===== config.mk =====
export PLATFORM = sky130hd
export DESIGN_NAME = ldseq16
export DESIGN_NICKNAME = d
export VERILOG_FILES = /design/src/rtl/ldseq16_pkg.sv /design/src/rtl/ldseq16_ldsel.sv /design/src/rtl/ldseq16.sv
export SDC_FILE = /design/constraint.sdc
export NUM_CORES = 1
export LEC_CHECK = 0
export BUFFER_PORTS_ARGS = -buffer_cell sky130_fd_sc_hd__buf_2
export CAP_MARGIN = 20
export CORE_ASPECT_RATIO = 0.7
export CORE_MARGIN = 5
export CORE_UTILIZATION = 50
export DETAILED_ROUTE_END_ITERATION = 12
export GPL_ROUTABILITY_DRIVEN = 0
export PLACE_DENSITY = 0.84
export SETUP_SLACK_MARGIN = 0.3
export SLEW_MARGIN = 20
export SYNTH_ARGS = -nofsm -noshare
export SYNTH_HDL_FRONTEND = slang
export SYNTH_SLANG_ARGS = --single-unit
export TNS_END_PERCENT = 30

===== constraint.sdc =====
create_clock -name clk -period 2.2 [get_ports clk]
set_input_delay 0.33 -clock clk [delete_from_list [all_inputs] [get_ports clk]]
set_output_delay 0.33 -clock clk [all_outputs]
set_load 0.1 [all_outputs]

===== src/rtl/ldseq16_pkg.sv =====
// ldseq16_pkg: shared FSM encoding, counter width and word-half selects for ldseq16
package ldseq16_pkg;
    typedef enum logic [1:0] {IDLE, SET, LD, ACK} state_t;
    localparam int CW = 2;
    localparam logic LO = 1'b0;
    localparam logic HI = 1'b1;
endpackage


===== src/rtl/ldseq16_ldsel.sv =====
// ldsel: register-select to one-hot ld strobe decoder, active only in the LD state
module ldsel
    import ldseq16_pkg::*;
#(
    parameter int NREG = 4,
    parameter int AW   = 2
) (
    input  logic [AW-1:0]   sel,
    input  state_t          state,
    output logic [NREG-1:0] ld
);
    assign ld = (state == LD) ? NREG'(1) << sel : '0;
endmodule


===== src/rtl/ldseq16.sv =====
// ldseq16: sequences 16/32-bit writes into single-cycle ld strobes on a shared 16-bit bus
module ldseq16
    import ldseq16_pkg::*;
#(
    parameter int NREG  = 4,
    parameter int AW    = 2,
    parameter int SETUP = 1
) (
    input  logic            clk,
    input  logic            resetl,
    input  logic            wr_req,
    input  logic [AW-1:0]   wr_addr,
    input  logic            wr_long,
    input  logic [31:0]     wr_data,
    output logic            wr_ack,
    output logic            busy,
    output logic [15:0]     dout,
    output logic [NREG-1:0] ld
);
    localparam logic [CW-1:0] RELOAD = CW'(SETUP);
    localparam state_t FIRST = (SETUP == 0) ? LD : SET;
    state_t state, state_n;
    logic [CW-1:0] cnt, cnt_n;
    logic [AW-1:0] addr, addr_n;
    logic lng, lng_n, half, half_n;
    logic [15:0] hi, hi_n, dout_n;
    logic [NREG-1:0] ld_n;
    always_comb begin
        state_n = state;
        cnt_n   = cnt;
        addr_n  = addr;
        lng_n   = lng;
        half_n  = half;
        hi_n    = hi;
        dout_n  = dout;
        case (state)
            IDLE: if (wr_req) begin
                state_n = FIRST;
                cnt_n   = RELOAD;
                addr_n  = wr_addr;
                lng_n   = wr_long;
                half_n  = LO;
                hi_n    = wr_data[31:16];
                dout_n  = wr_data[15:0];
            end
            SET: begin
                cnt_n   = cnt - CW'(1);
                state_n = (cnt == CW'(1)) ? LD : SET;
            end
            LD: if (lng && half == LO) begin
                state_n = FIRST;
                cnt_n   = RELOAD;
                addr_n  = addr + AW'(1);
                half_n  = HI;
                dout_n  = hi;
            end else begin
                state_n = ACK;
            end
            default: state_n = IDLE;
        endcase
    end
    // strobes decode from next state so ld is a true flop output
    ldsel #(.NREG(NREG), .AW(AW)) u_ldsel (
        .sel   (addr_n),
        .state (state_n),
        .ld    (ld_n)
    );
    always_ff @(posedge clk or negedge resetl) begin
        if (!resetl) begin
            state  <= IDLE;
            cnt    <= '0;
            addr   <= '0;
            lng    <= 1'b0;
            half   <= LO;
            hi     <= '0;
            dout   <= '0;
            ld     <= '0;
            wr_ack <= 1'b0;
            busy   <= 1'b0;
        end else begin
            state  <= state_n;
            cnt    <= cnt_n;
            addr   <= addr_n;
            lng    <= lng_n;
            half   <= half_n;
            hi     <= hi_n;
            dout   <= dout_n;
            ld     <= ld_n;
            wr_ack <= (state_n == ACK);
            busy   <= (state_n != IDLE);
        end
    end
endmodule


# Word-level counts from Yosys, hierarchy flattened
# Cells that the tools add are included.
[word_totals]
regBits = 46
input_bits = 38
wordCells = 46
[classes]
n_addsub = 2
eq_ne = 7
shift = 1
mux = 17
n_bitwise = 1
n_reduce_logical = 8
[op_table]
columns = ["op", "count"]
rows = [
  ["$mux 16", 2],
  ["$pmux 16 s2", 1],
  ["$mux 2", 7],
  ["$pmux 2 s3", 2],
  ["$eq 2x2->1 const B", 3],
  ["$reduce_and 3->1", 2],
  ["$eq 2x1->1 const B", 2],
  ["$mux 4", 1],
  ["$ne 2x2->1 const B", 2],
  ["$pmux 2 s2", 1],
  ["$reduce_bool 2->1", 2],
  ["$shl 1x2->4 const A", 1],
  ["$reduce_bool 3->1", 1],
  ["$add 2x1->2 const B", 1],
  ["$logic_not 2->1", 1],
  ["$mux 1", 2],
  ["$pmux 1 s2", 1],
  ["$reduce_and 2->1", 1],
  ["$sub 2x1->2 const B", 1],
  ["$logic_and 1x1->1", 1],
  ["$not 1->1", 1],
]

# Depth between registers and ports, before layout
# Gate-level depths: netlist (run 1).
[depth]
word_depth = 6
ltp_mapped = 6

# Modules after synthesis
# Synthesis (run 1) repeated with hierarchy kept, for this count alone.
[hier_totals]
cells_unflattened = 139
area_unflattened_um2 = 2155.8
[modules_own_cells]
columns = ["mod", "n_inst", "cells_per_inst", "area_per_inst_um2", "seq_area_each_um2"]
rows = [
  ["ldseq16", 1, 135, 2105.8, 1151.1],
  ["ldsel", 1, 4, 50.0, 0.0],
]

# Worst setup path before layout (run 1)
# Ideal clock, no wire load.
[synth_timing]
path_type = "register to register"
start = "register state[0]"
end = "register addr[1]"
setup_time_ps = 126
arrival_ps = 1461
required_ps = 2074
path_slack_ps = 613
stages_incl_launch_ff = 6
path_buffers = 2
synth_period_minus_slack_ps = 1587
cell_sequence = "dfrtp_1 > buf_6 > or3b_1 > buf_6 > and2_4 > a221o_1"
[synth_via]
elab_chain_cells = 2
[synth_rtl]
columns = ["element", "line", "text"]
rows = [
  ["from (decl)", "ldseq16.sv:22", "state_t state, state_n;"],
  ["from (signal assigned)", "ldseq16.sv:81", "state <= state_n;"],
  ["$eq 2x2->1 / $logic_not 2->1 (equally long branches)", "ldseq16.sv:36", "case (state)"],
  ["$pmux 2 s2 *", "ldseq16.sv:36", ""],
  ["named net addr_n[1]", "ldseq16.sv:24", "logic [AW-1:0] addr, addr_n;"],
  ["to (signal assigned)", "ldseq16.sv:83", "addr <= addr_n;"],
  ["to (decl)", "ldseq16.sv:24", ""],
]
# The timed path passes the listed nets; every way through them passes the cells marked *.
# A chain may end at the register's enable or synchronous reset.

# Worst setup path after layout (run 1)
[layout_timing]
start = "register state[0]"
end = "register ld[1]"
[layout_via]
elab_chain_cells = 4
[layout_rtl]
columns = ["element", "line", "text"]
rows = [
  ["$eq 2x2->1, or another cell as far along", "ldseq16.sv:36", ""],
  ["$pmux 2 s3 / $pmux 2 s2 (equally long branches)", "ldseq16.sv:36", ""],
  ["$eq 2x2->1 / $shl 1x2->4 (equally long branches)", "ldseq16_ldsel.sv:12", "assign ld = (state == LD) ? NREG'(1) << sel : '0;"],
  ["$mux 4 *", "ldseq16_ldsel.sv:12", ""],
  ["named net ld_n[1]", "ldseq16.sv:27", "logic [NREG-1:0] ld_n;"],
  ["to (signal assigned)", "ldseq16.sv:88", "ld <= ld_n;"],
  ["to (decl)", "ldseq16.sv:18", "output logic [NREG-1:0] ld"],
]
# Marks and branches as above.

==> results.md, run 1 <==
* RSZ-0062 raised after global routing: no
* Crit-path max FO at 15
* Seq/Total Area, Yosys at around 58%
* Largest net degree at the start of global routing at 25
* Final Skew at 0.00404 ns
* DRT iter0 DRCs at 70
* CP bufs+invs at 1
* Worst setup EP type: register
* Failing checks: hold timing
* HP Class: primary input to asynchronous set/reset pin
* MaxCap Viol Count at 0
* Share of layout cells above drive strength 1 at 30.3%
* Total detailed-routing wirelength at between 4 and 5 mm
* Hold Vio Cnt, Final at 8
* Final setup vio count at 0
* GRT overflow at 0
* Synth Area per Inst at roughly 10 um^2
* CP peak stage delay at 0.48 ns
* Via Count at 1,593
* Hold WS at -0.00145 ns
* Min Tclk post-route at between 1.5 and 2 ns
* Rel. slew slack at roughly two thirds
* Clock-pin slew on the worst setup and hold paths at 0.08 ns
* Critical Path Source Type: register
* First-pass GRT wire length at ~7.5 mm
* Critical path class: register to register
* Inserted Diodes at 0
* Drt wl/cell at 14.5 um
* Final nets at 299
* CTS tree: yes
* Fmax achieved at roughly 0.6 GHz
* Clock Path Buffers at 2
* Post_cts resized at 0
* Worst path required time at about 2.4 ns
* Worst-Skew Late Latency at about 0.3 ns
* Die span in y at about 63 um
* FP Rows at 19
* Post-DRT Antenna Nets at 0
* Clock Sinks at 46
* Mapped Cells at slightly below 200
* Number of port buffers at 59
* Worst Path Arrival at approximately 1.8 ns
* Vias/cell at about 5
* Die W at about 86 um
* Clock buffer count from CTS at 5
* GRT Overall Usage at roughly 18%
* Max-slew violations at 0
* Post-CTS setup repair buffer count at 0
* Status: complete, but fails checks
* Distinct cells, synth at 29
* Syn Nets at between 200 and 250
* Crit-path cells: nand4bb_1 -> buf_4 -> nand3_1 -> nor4b_1
* DR pass1 iterations at 4
* Die area at 5370 um^2
* Slowest cell on the critical path: dfrtp_1
* Setup TNS at 0 ns
* Root buffer cell: clkbuf_8
* Filler Cell Count at 336
* Area of the core at 3900 um^2
* Synth warn at 0
* Initial Utilization at roughly half
* Mapped Area at 2000 um^2
* Tightest Pin Transition at about 0.53 ns
* Register bit total from synthesis at 46
* H-tree depth at 2
* IO Pins at 60
* Reg2reg setup slack at about 0.58 ns
* Fin crit share at 73.8%
* Initial antenna violation count at 0
* Top Family by Delay on Critical Path: simple AND/OR/NAND/NOR gates
* Hpwl dp at about 3.3 mm
* Layout area overhead at 25.4%
* Hold-fix buffers, CTS at 0
* Vias in the first global route at about 1,500
* Drc violations at 0
## cell usage after synthesis
library cell / n / area, um^2
a211oi_1: 2 / 15.0
a21oi_1: 2 / 10.0
a221o_1: 2 / 20.0
a2bb2oi_1: 2 / 17.5
and2_1: 3 / 18.8
and2_4: 1 / 8.76
buf_1: 1 / 3.75
buf_2: 3 / 15.0
buf_4: 1 / 7.51
buf_6: 2 / 22.5
clkbuf_1: 6 / 22.5
dfrtp_1: 46 / 1150
ha_1: 1 / 12.5
inv_1: 1 / 3.75
mux2i_1: 17 / 170
nand2_1: 56 / 210
nand2b_1: 2 / 12.5
nand3_1: 18 / 90.1
nand4bb_1: 1 / 11.3
nor2_1: 4 / 15.0
nor2b_1: 2 / 12.5
nor3_1: 2 / 10.0
nor3b_1: 1 / 7.51
nor4_1: 1 / 6.26
nor4b_1: 1 / 8.76
nor4bb_1: 1 / 10.0
o21ai_0: 17 / 85.1
or3b_1: 1 / 8.76
xor2_1: 1 / 8.76
## cell type report
cell class                 count  area [um^2]  share of cell area [%]
tap                           52         65.1                    2.60
inverter                       1         3.75                   0.150
sequential                    46         1150                    46.0
multi-input combinational    138          777                    31.0
clock buffer                   6         82.6                    3.30
timing repair buffer          68          363                    14.5
clock inverter                 2         60.1                    2.40
## cell families after synthesis
family                   synth area share (%)
AO/OA/AOI/OAI                            7.40
XOR/XNOR                                0.439
adder cells (fa/ha/maj)                 0.627
buffers and inverters                    3.76
flip-flops                               57.7
multiplexers                             8.53
AND/OR/NAND/NOR                          21.6
## metal layers
metal	track usage, %	vias to the layer above	wire, um	part of all wire, %
met4	7.31	0	77	1.7
met3	5.40	8	310	6.8
met2	27.2	47	2080	46
met5	0	-	0	0
met1	23.9	746	2080	46
li1	-	792	-	-
## worst paths after layout
kind | start | cells past startpoint | to
min reg2reg | hi[11]$_DFFE_PN0P_ | 2 | hi[11]$_DFFE_PN0P_
max reg2reg | state[0]$_DFF_PN0_ | 4 | ld[1]$_DFF_PN0_
max in group asynchronous | resetl | 2 | addr[1]$_DFF_PN0_
min | resetl | 1 | cnt[1]$_DFFE_PN0P_
max | state[0]$_DFF_PN0_ | 4 | ld[1]$_DFF_PN0_
min in group clk | wr_data[30] | 3 | hi[14]$_DFFE_PN0P_
## sequential cells by signal, summed over array words and instances (netlist names)
| register | cells |
|---|---|
| dout | 16 |
| hi | 16 |
| ld | 4 |
| addr | 2 |
| cnt | 2 |
| state | 2 |
| busy | 1 |
| half | 1 |
| lng | 1 |
| wr_ack | 1 |
## per-stage QoR
stage	cell area [um^2]	util, %	setup WS, ns	std cells	hold WS [ns]
2_1_floorplan	2000	-	0.613	198	0.0344
3_3_place_gp	2360	60.5	0.647	305	0.334
3_5_place_dp	2360	60.5	0.610	305	0.337
4_1_cts	2500	64.2	0.579	313	0.00692
5_1_grt	2500	64.2	0.391	313	0.0316
6_report	2500	64.2	0.577	313	-0.00145
## placed cells by master, fill, tap and decap left out, types with 3 or more instances in the layout
| cell | n |
|---|---|
| nor2_1 | 4 |
| and2_1 | 3 |
| nand2_1 | 56 |
| clkbuf_8 | 6 |
| buf_4 | 9 |
| o21ai_0 | 17 |
| mux2i_1 | 17 |
| buf_2 | 59 |
| nand3_1 | 18 |
| dfrtp_1 | 46 |
Power of run 1 is left out: the tool's default activity adds up to more than one toggle a clock period on the data nets, which glitch-free logic cannot reach.
==> run 2: changes to the inputs <==
==> constraint.sdc (replaced) <==
create_clock -name clk -period 1.6 [get_ports clk]
set_input_delay 0.24 -clock clk [delete_from_list [all_inputs] [get_ports clk]]
set_output_delay 0.24 -clock clk [all_outputs]
set_load 0.1 [all_outputs]
==> run 2 against run 1 <==
- the run now ends clean
- die area unchanged
- sequential share of layout area fell by 3.9 points
- via count is 10% higher
- design area grew 9.3%
- worst hold slack improved by 0.12 ns
- count of clock-buffer cells in the layout is the same
- clock skew increased by 0.0024 ns
==> results.md, run 2 (synthesis results as in run 1) <==
* CP peak stage delay at 0.42 ns (-0.06 ns)
* Critical path class: register to register
* Fmax achieved at 0.651 GHz (+5.7%)
* Worst path required time at 1.79 ns (-0.61 ns)
* IO Pins at 60 (unchanged)
* Total detailed-routing wirelength at 5.14 mm (+13%)
* Largest registers: dout x16, hi x16, ld x4
* FP Rows at 19 (unchanged)
* RSZ-0062 raised after global routing: yes
* Area of the multi-input gates at 858 um^2 (+10%)
* CTS tree: yes
* Die span in y at 62.9 um (unchanged)
* DRT iter0 DRCs at 108 (+54%)
* Clock buffer count from CTS at 5 (unchanged)
* Final nets at 318 (+6.4%)
* Placement Cell Area at 2390 um^2 (+1.5%)
* Root buffer cell: clkbuf_8
* Inserted Diodes at 0 (unchanged)
* Worst Path Arrival at 1.73 ns (-0.09 ns)
* Sequential cell area at 1150 um^2 (unchanged)
* Min Tclk post-route at 1.54 ns (-0.0875 ns)
* Most common cell after layout, fill and taps aside: buf_2
* Area of the core at 3900 um^2 (unchanged)
* Initial antenna violation count at 0 (unchanged)
* Clock-pin slew on the worst setup and hold paths at 0.08 ns (about the same)
* GRT overflow at 0 (unchanged)
* Initial Utilization at 51.2% (unchanged)
* Final instance area at 2740 um^2 (+9.3%)
* Status: finished clean
* Worst-Skew Late Latency at 0.31 ns (about the same)
* DR pass1 iterations at 4 (unchanged)
* Layout area overhead at 37.1%
* Final Skew at 0.00649 ns (+0.00244 ns)
* Fin crit share at 96.0% (+22 points)
* Slowest cell on the critical path: or3b_4
* Die W at 85.5 um (unchanged)
* Largest net degree at the start of global routing at 30 (+20%)
* GRT Overall Usage at 19.3% (+1.4 points)
* HP Class: primary input to register
* Rel. slew slack at 66.9% (+2.2 points)
* Most frequent cells in the layout: buf_2, nand2_1, dfrtp_1
* Max-slew violations at 0 (unchanged)
* Filler Cell Count at 267 (-21%)
* Final setup vio count at 0 (unchanged)
* Via Count at 1,757 (+10%)
* Crit-path max FO at 5 (-10)
* Crit-path cells: buf_6 -> or3b_4 -> and2_4 -> a221o_1
* Worst setup EP type: register
* Tightest Pin Transition at 0.496 ns (-0.0323 ns)
* Share of layout cells above drive strength 1 at 39.1% (+8.8 points)
* Vias in the first global route at 1,751 (+13%)
* Vias/cell at 5.31 (+4.3%)
* Number of port buffers at 59 (unchanged)
* Clock Path Buffers at 2 (unchanged)
* Critical Path Source Type: register
* H-tree depth at 2 (unchanged)
* Drc violations at 0 (unchanged)
* Die area at 5370 um^2 (unchanged)
* Hpwl dp at 3.07 mm (-6.0%)
* MaxCap Viol Count at 0 (unchanged)
* Hold Vio Cnt, Final at 0 (-8)
* First-pass GRT wire length at 8.16 mm (+8.8%)
* Drt wl/cell at 15.5 um (+6.8%)
* Clock Sinks at 46 (unchanged)
* Post-DRT Antenna Nets at 0 (unchanged)
## run 2: worst max-delay path, delay by kind of cell (launching register included)
family,cells,cell delay (ns)
flops,1,0.39
simple gates,2,0.58
compound gates,1,0.31
buf+inv,1,0.14
## run 2: repair_timing
item	CTS	global route
hold buffers	1	0
pin swaps	2	5
resized for setup	13	26
hold endpoints to repair	20	0
endpoints found under the setup margin	60	65
setup buffers	13	2
## run 2: stage by stage
step | hold WS, ns | TNS [ns] | setup WS [ns] | instances | util, %
2_1_floorplan | -0.0556 | 0 | 0.0417 | 198 | -
3_3_place_gp | 0.229 | -1.81 | -0.122 | 308 | 61.4
3_5_place_dp | 0.233 | -2.76 | -0.180 | 308 | 61.4
4_1_cts | 0.117 | 0 | 0.0969 | 329 | 68.0
5_1_grt | 0.113 | 0 | 0.0398 | 331 | 70.2
6_report | 0.117 | 0 | 0.0640 | 331 | 70.2
## run 2: layer usage
layer	up-vias	track usage (%)	wire length [um]
li1	832	-	-
met1	824	25.4	2190
met2	89	29.5	2470
met3	12	7.11	405
met4	0	6.52	74
met5	-	0	0
## run 2: path summary, 6_finish.rpt
kind	endpoint	slack (ns)	depth (start not counted)	start
worst max register to register	addr[1]$_DFF_PN0_	0.06	4	state[0]$_DFF_PN0_
worst max-delay path	addr[1]$_DFF_PN0_	0.06	4	state[0]$_DFF_PN0_
worst min-delay path	hi[2]$_DFFE_PN0P_	0.12	3	wr_data[18]
worst min register to register	hi[0]$_DFFE_PN0P_	0.48	2	hi[0]$_DFFE_PN0P_
min in group asynchronous	ld[2]$_DFF_PN0_	0.42	2	resetl
max in group asynchronous	hi[12]$_DFFE_PN0P_	0.68	3	resetl
## run 2: area by class of cell
class,instances,share of cell area (%)
timing repair buffer,87,21.1
multi-input combinational,138,31.4
inverter,1,0.137
sequential,46,42.1
tap,52,2.38
clock buffer,6,2.65
clock inverter,1,0.274
Power of run 2 is left out for the same reason.
==> run 3: changes to the inputs <==
--- a/config.mk
+++ b/config.mk
@@ -5,14 +5,15 @@
 export SDC_FILE = /design/constraint.sdc
 export NUM_CORES = 1
 export LEC_CHECK = 0
+export ABC_AREA = 1
 export BUFFER_PORTS_ARGS = -buffer_cell sky130_fd_sc_hd__buf_2
 export CAP_MARGIN = 20
 export CORE_ASPECT_RATIO = 0.7
 export CORE_MARGIN = 5
-export CORE_UTILIZATION = 50
+export CORE_UTILIZATION = 51
 export DETAILED_ROUTE_END_ITERATION = 12
 export GPL_ROUTABILITY_DRIVEN = 0
-export PLACE_DENSITY = 0.84
+export PLACE_DENSITY = 0.85
 export SETUP_SLACK_MARGIN = 0.3
 export SLEW_MARGIN = 20
 export SYNTH_ARGS = -nofsm -noshare
==> run 3 against run 2 <==
- critical path depth is 3 lower
- clock skew fell by 0.0014 ns
- design area decreased by 5.0%
- via count up 0.40%
- synthesized cell count is 25% higher
- flip-flop and latch count unchanged
- count of clock-buffer cells in the layout stayed put
- area after synthesis increased by 1.8%
- maximum frequency up 14%
- routed wire length is 11% lower
- utilization is 3.1 points lower
- global-route usage decreased by 0.92 points
==> results.md, run 3 <==
* MaxCap Viol Count at 0 (unchanged)
* Register bit total from synthesis at 46 (unchanged)
* Top Family by Delay on Critical Path: buffers and inverters
* Main synth FF type: dfrtp_1
* Status: finished clean
* Largest registers: dout x16, hi x16, ld x4
* Initial Utilization at 52.4% (+1.3 points)
* Largest net degree at the start of global routing at 47 (+57%)
* Seq/Total Area, Yosys at 56.7% (-1.0 points)
* Worst path required time at 1.36 ns (-0.43 ns)
* Hold Vio Cnt, Final at 0 (unchanged)
* Die span in y at 62.8 um (about the same)
* Most frequent cells in the layout: nand2_1, buf_2, dfrtp_1
* Syn Nets at 287 (+21%)
* Root buffer cell: clkbuf_8
* Post-synth ARST share at 100% (unchanged)
* CTS tree: yes
* Setup WS post-layout at 0.253 ns (+0.189 ns)
* Number of port buffers at 59 (unchanged)
* Post-synth EDFFs at 0 (unchanged)
* Drt wl/cell at 12.4 um (-20%)
* GRT Overall Usage at 18.4% (-0.92 points)
* Clock Path Buffers at 2 (unchanged)
* Pre-CTS setup slack at 0.205 ns (+0.384 ns)
* Clock Sinks at 46 (unchanged)
* Total detailed-routing wirelength at 4.57 mm (-11%)
* GRT overflow at 0 (unchanged)
* Slowest cell on the critical path: buf_2
* FP Rows at 19 (unchanged)
* Worst setup EP type: output pin
* Hpwl dp at 3.19 mm (+3.9%)
* Most common cell after layout, fill and taps aside: nand2_1
* Post-DRT Antenna Nets at 0 (unchanged)
* Worst Path Arrival at 1.11 ns (-0.62 ns)
* Clock-pin slew on the worst setup and hold paths at 0.08 ns (about the same)
* Worst-Skew Late Latency at 0.30 ns (about the same)
* Initial antenna violation count at 0 (unchanged)
* IO Pins at 60 (unchanged)
* Final Skew at 0.00508 ns (-0.00141 ns)
* Final setup vio count at 0 (unchanged)
* Area of the core at 3870 um^2 (-0.61%)
* Area leader, netlist: dfrtp_1
* CP bufs+invs at 1 (unchanged)
* Crit-path cells: buf_2
* Mapped Area at 2030 um^2 (+1.8%)
* Distinct cells, synth at 19 (-34%)
* DRT iter0 DRCs at 115 (+6.5%)
* Setup TNS at 0 ns (unchanged)
* Inserted Diodes at 0 (unchanged)
* Share of layout cells above drive strength 1 at 29.5% (-9.5 points)
* Dominant cells by area after synthesis: dfrtp_1, nand2_1, nand3_1
* Drc violations at 0 (unchanged)
* Layout area overhead at 28.0%
* Crit-path max FO at 2 (-3)
* Final nets at 353 (+11%)
* Die W at 85.4 um (about the same)
* Critical path class: register to output pin
* Clock buffer count from CTS at 5 (unchanged)
* Via Count at 1,764 (+0.40%)
* RSZ-0062 raised after global routing: yes
* Rel. slew slack at 62.1% (-4.9 points)
* Synth Area per Inst at 8.19 um^2 (-19%)
* Critical Path Source Type: register
* Share of the synthesized area in the top cell type at 56.7% (-1.0 points)
* Most frequent cell after synthesis: nand2_1
* Tightest Pin Transition at 0.569 ns (+0.0728 ns)
* Synth warn at 0 (unchanged)
* H-tree depth at 2 (unchanged)
* CP peak stage delay at 0.43 ns (about the same)
* Post-synth top cells: nand2_1, dfrtp_1, nand3_1
* Vias/cell at 4.81 (-9.4%)
* First-pass GRT wire length at 7.90 mm (-3.2%)
* HP Class: primary input to asynchronous set/reset pin
* DR pass1 iterations at 4 (unchanged)
* Die area at 5370 um^2 (-0.15%)
* Fin crit share at 84.2% (-12 points)
* Vias in the first global route at 1,707 (-2.5%)
* Mapped Cells at 248 (+25%)
* Max-slew violations at 0 (unchanged)
* Final core utilization at 67.1% (-3.1 points)
* Hold-fix buffers, CTS at 0 (-1)
* Min Tclk post-route at 1.35 ns (-0.189 ns)
* Fmax achieved at 0.742 GHz (+14%)
-- run 3: changes by cell type in the layout (fill, tap and decap cells not counted), sizes merged, moves of 3 or more --
| cell | before | now |
|---|---|---|
| nand2 | 56 | 119 |
| buf | 86 | 69 |
| inv | 1 | 18 |
| mux2i | 17 | 0 |
| nor2 | 4 | 10 |
| and2 | 4 | 0 |
| a21oi | 2 | 5 |
| nand4 | 0 | 3 |
-- run 3: per-stage QoR --
step           cell area, um^2  hold WS, ns  cells
3_5_place_dp              2370        0.359    354
5_1_grt                   2600       0.0707    367
2_1_floorplan             2030      -0.0556    248
6_report                  2600      0.00499    367
3_3_place_gp              2370        0.349    354
4_1_cts                   2530       0.0319    362
-- run 3: cell type report --
cell class              instances  area [um^2]
multi-input cells             173          785
flip-flops and latches         46         1150
clock inverters                 2         60.1
clock buffers                   6         82.6
fillers                       319         1270
inverters                      18         72.6
repair buffers                 70          383
well taps                      52         65.1
-- run 3: worst paths after layout --
kind	start	end	slack, ns	depth (start not counted)
worst min register to register	cnt[1]$_DFFE_PN0P_	cnt[1]$_DFFE_PN0P_	0.48	2
worst min-delay path	resetl	dout[9]$_DFFE_PN0P_	0.005	2
max in group asynchronous	resetl	state[0]$_DFF_PN0_	1.17	2
worst max register to register	state[0]$_DFF_PN0_	addr[1]$_DFF_PN0_	0.38	5
worst max-delay path	dout[13]$_DFFE_PN0P_	dout[13]	0.25	1
min in group clk	wr_data[30]	hi[14]$_DFFE_PN0P_	0.13	3
-- run 3: repair_timing --
item,4_1_cts,5_1_grt
resized for setup,4,8
pin swaps,0,0
setup endpoints to repair,50,64
setup buffers,0,5
-- run 3: kinds of logic (layout without fill, tap and decap cells) --
group / Yosys count / after routing / share of synthesized area, %
AO/OA/AOI/OAI: 21 / 21 / 6.03
adder cells (fa/ha/maj): 1 / 1 / 0.616
buffers and inverters: 29 / 96 / 6.40
flip-flops: 46 / 46 / 56.7
AND/OR/NAND/NOR: 151 / 151 / 30.3
-- run 3: layer usage --
metal / global-route usage, % / up-vias / routed length, um
met1: 25.7 / 802 / 2170
met5: 0 / - / 0
met4: 6.52 / 0 / 77
li1: - / 904 / -
met2: 27.0 / 50 / 2010
met3: 5.53 / 8 / 314
Power of run 3 is left out for the same reason.
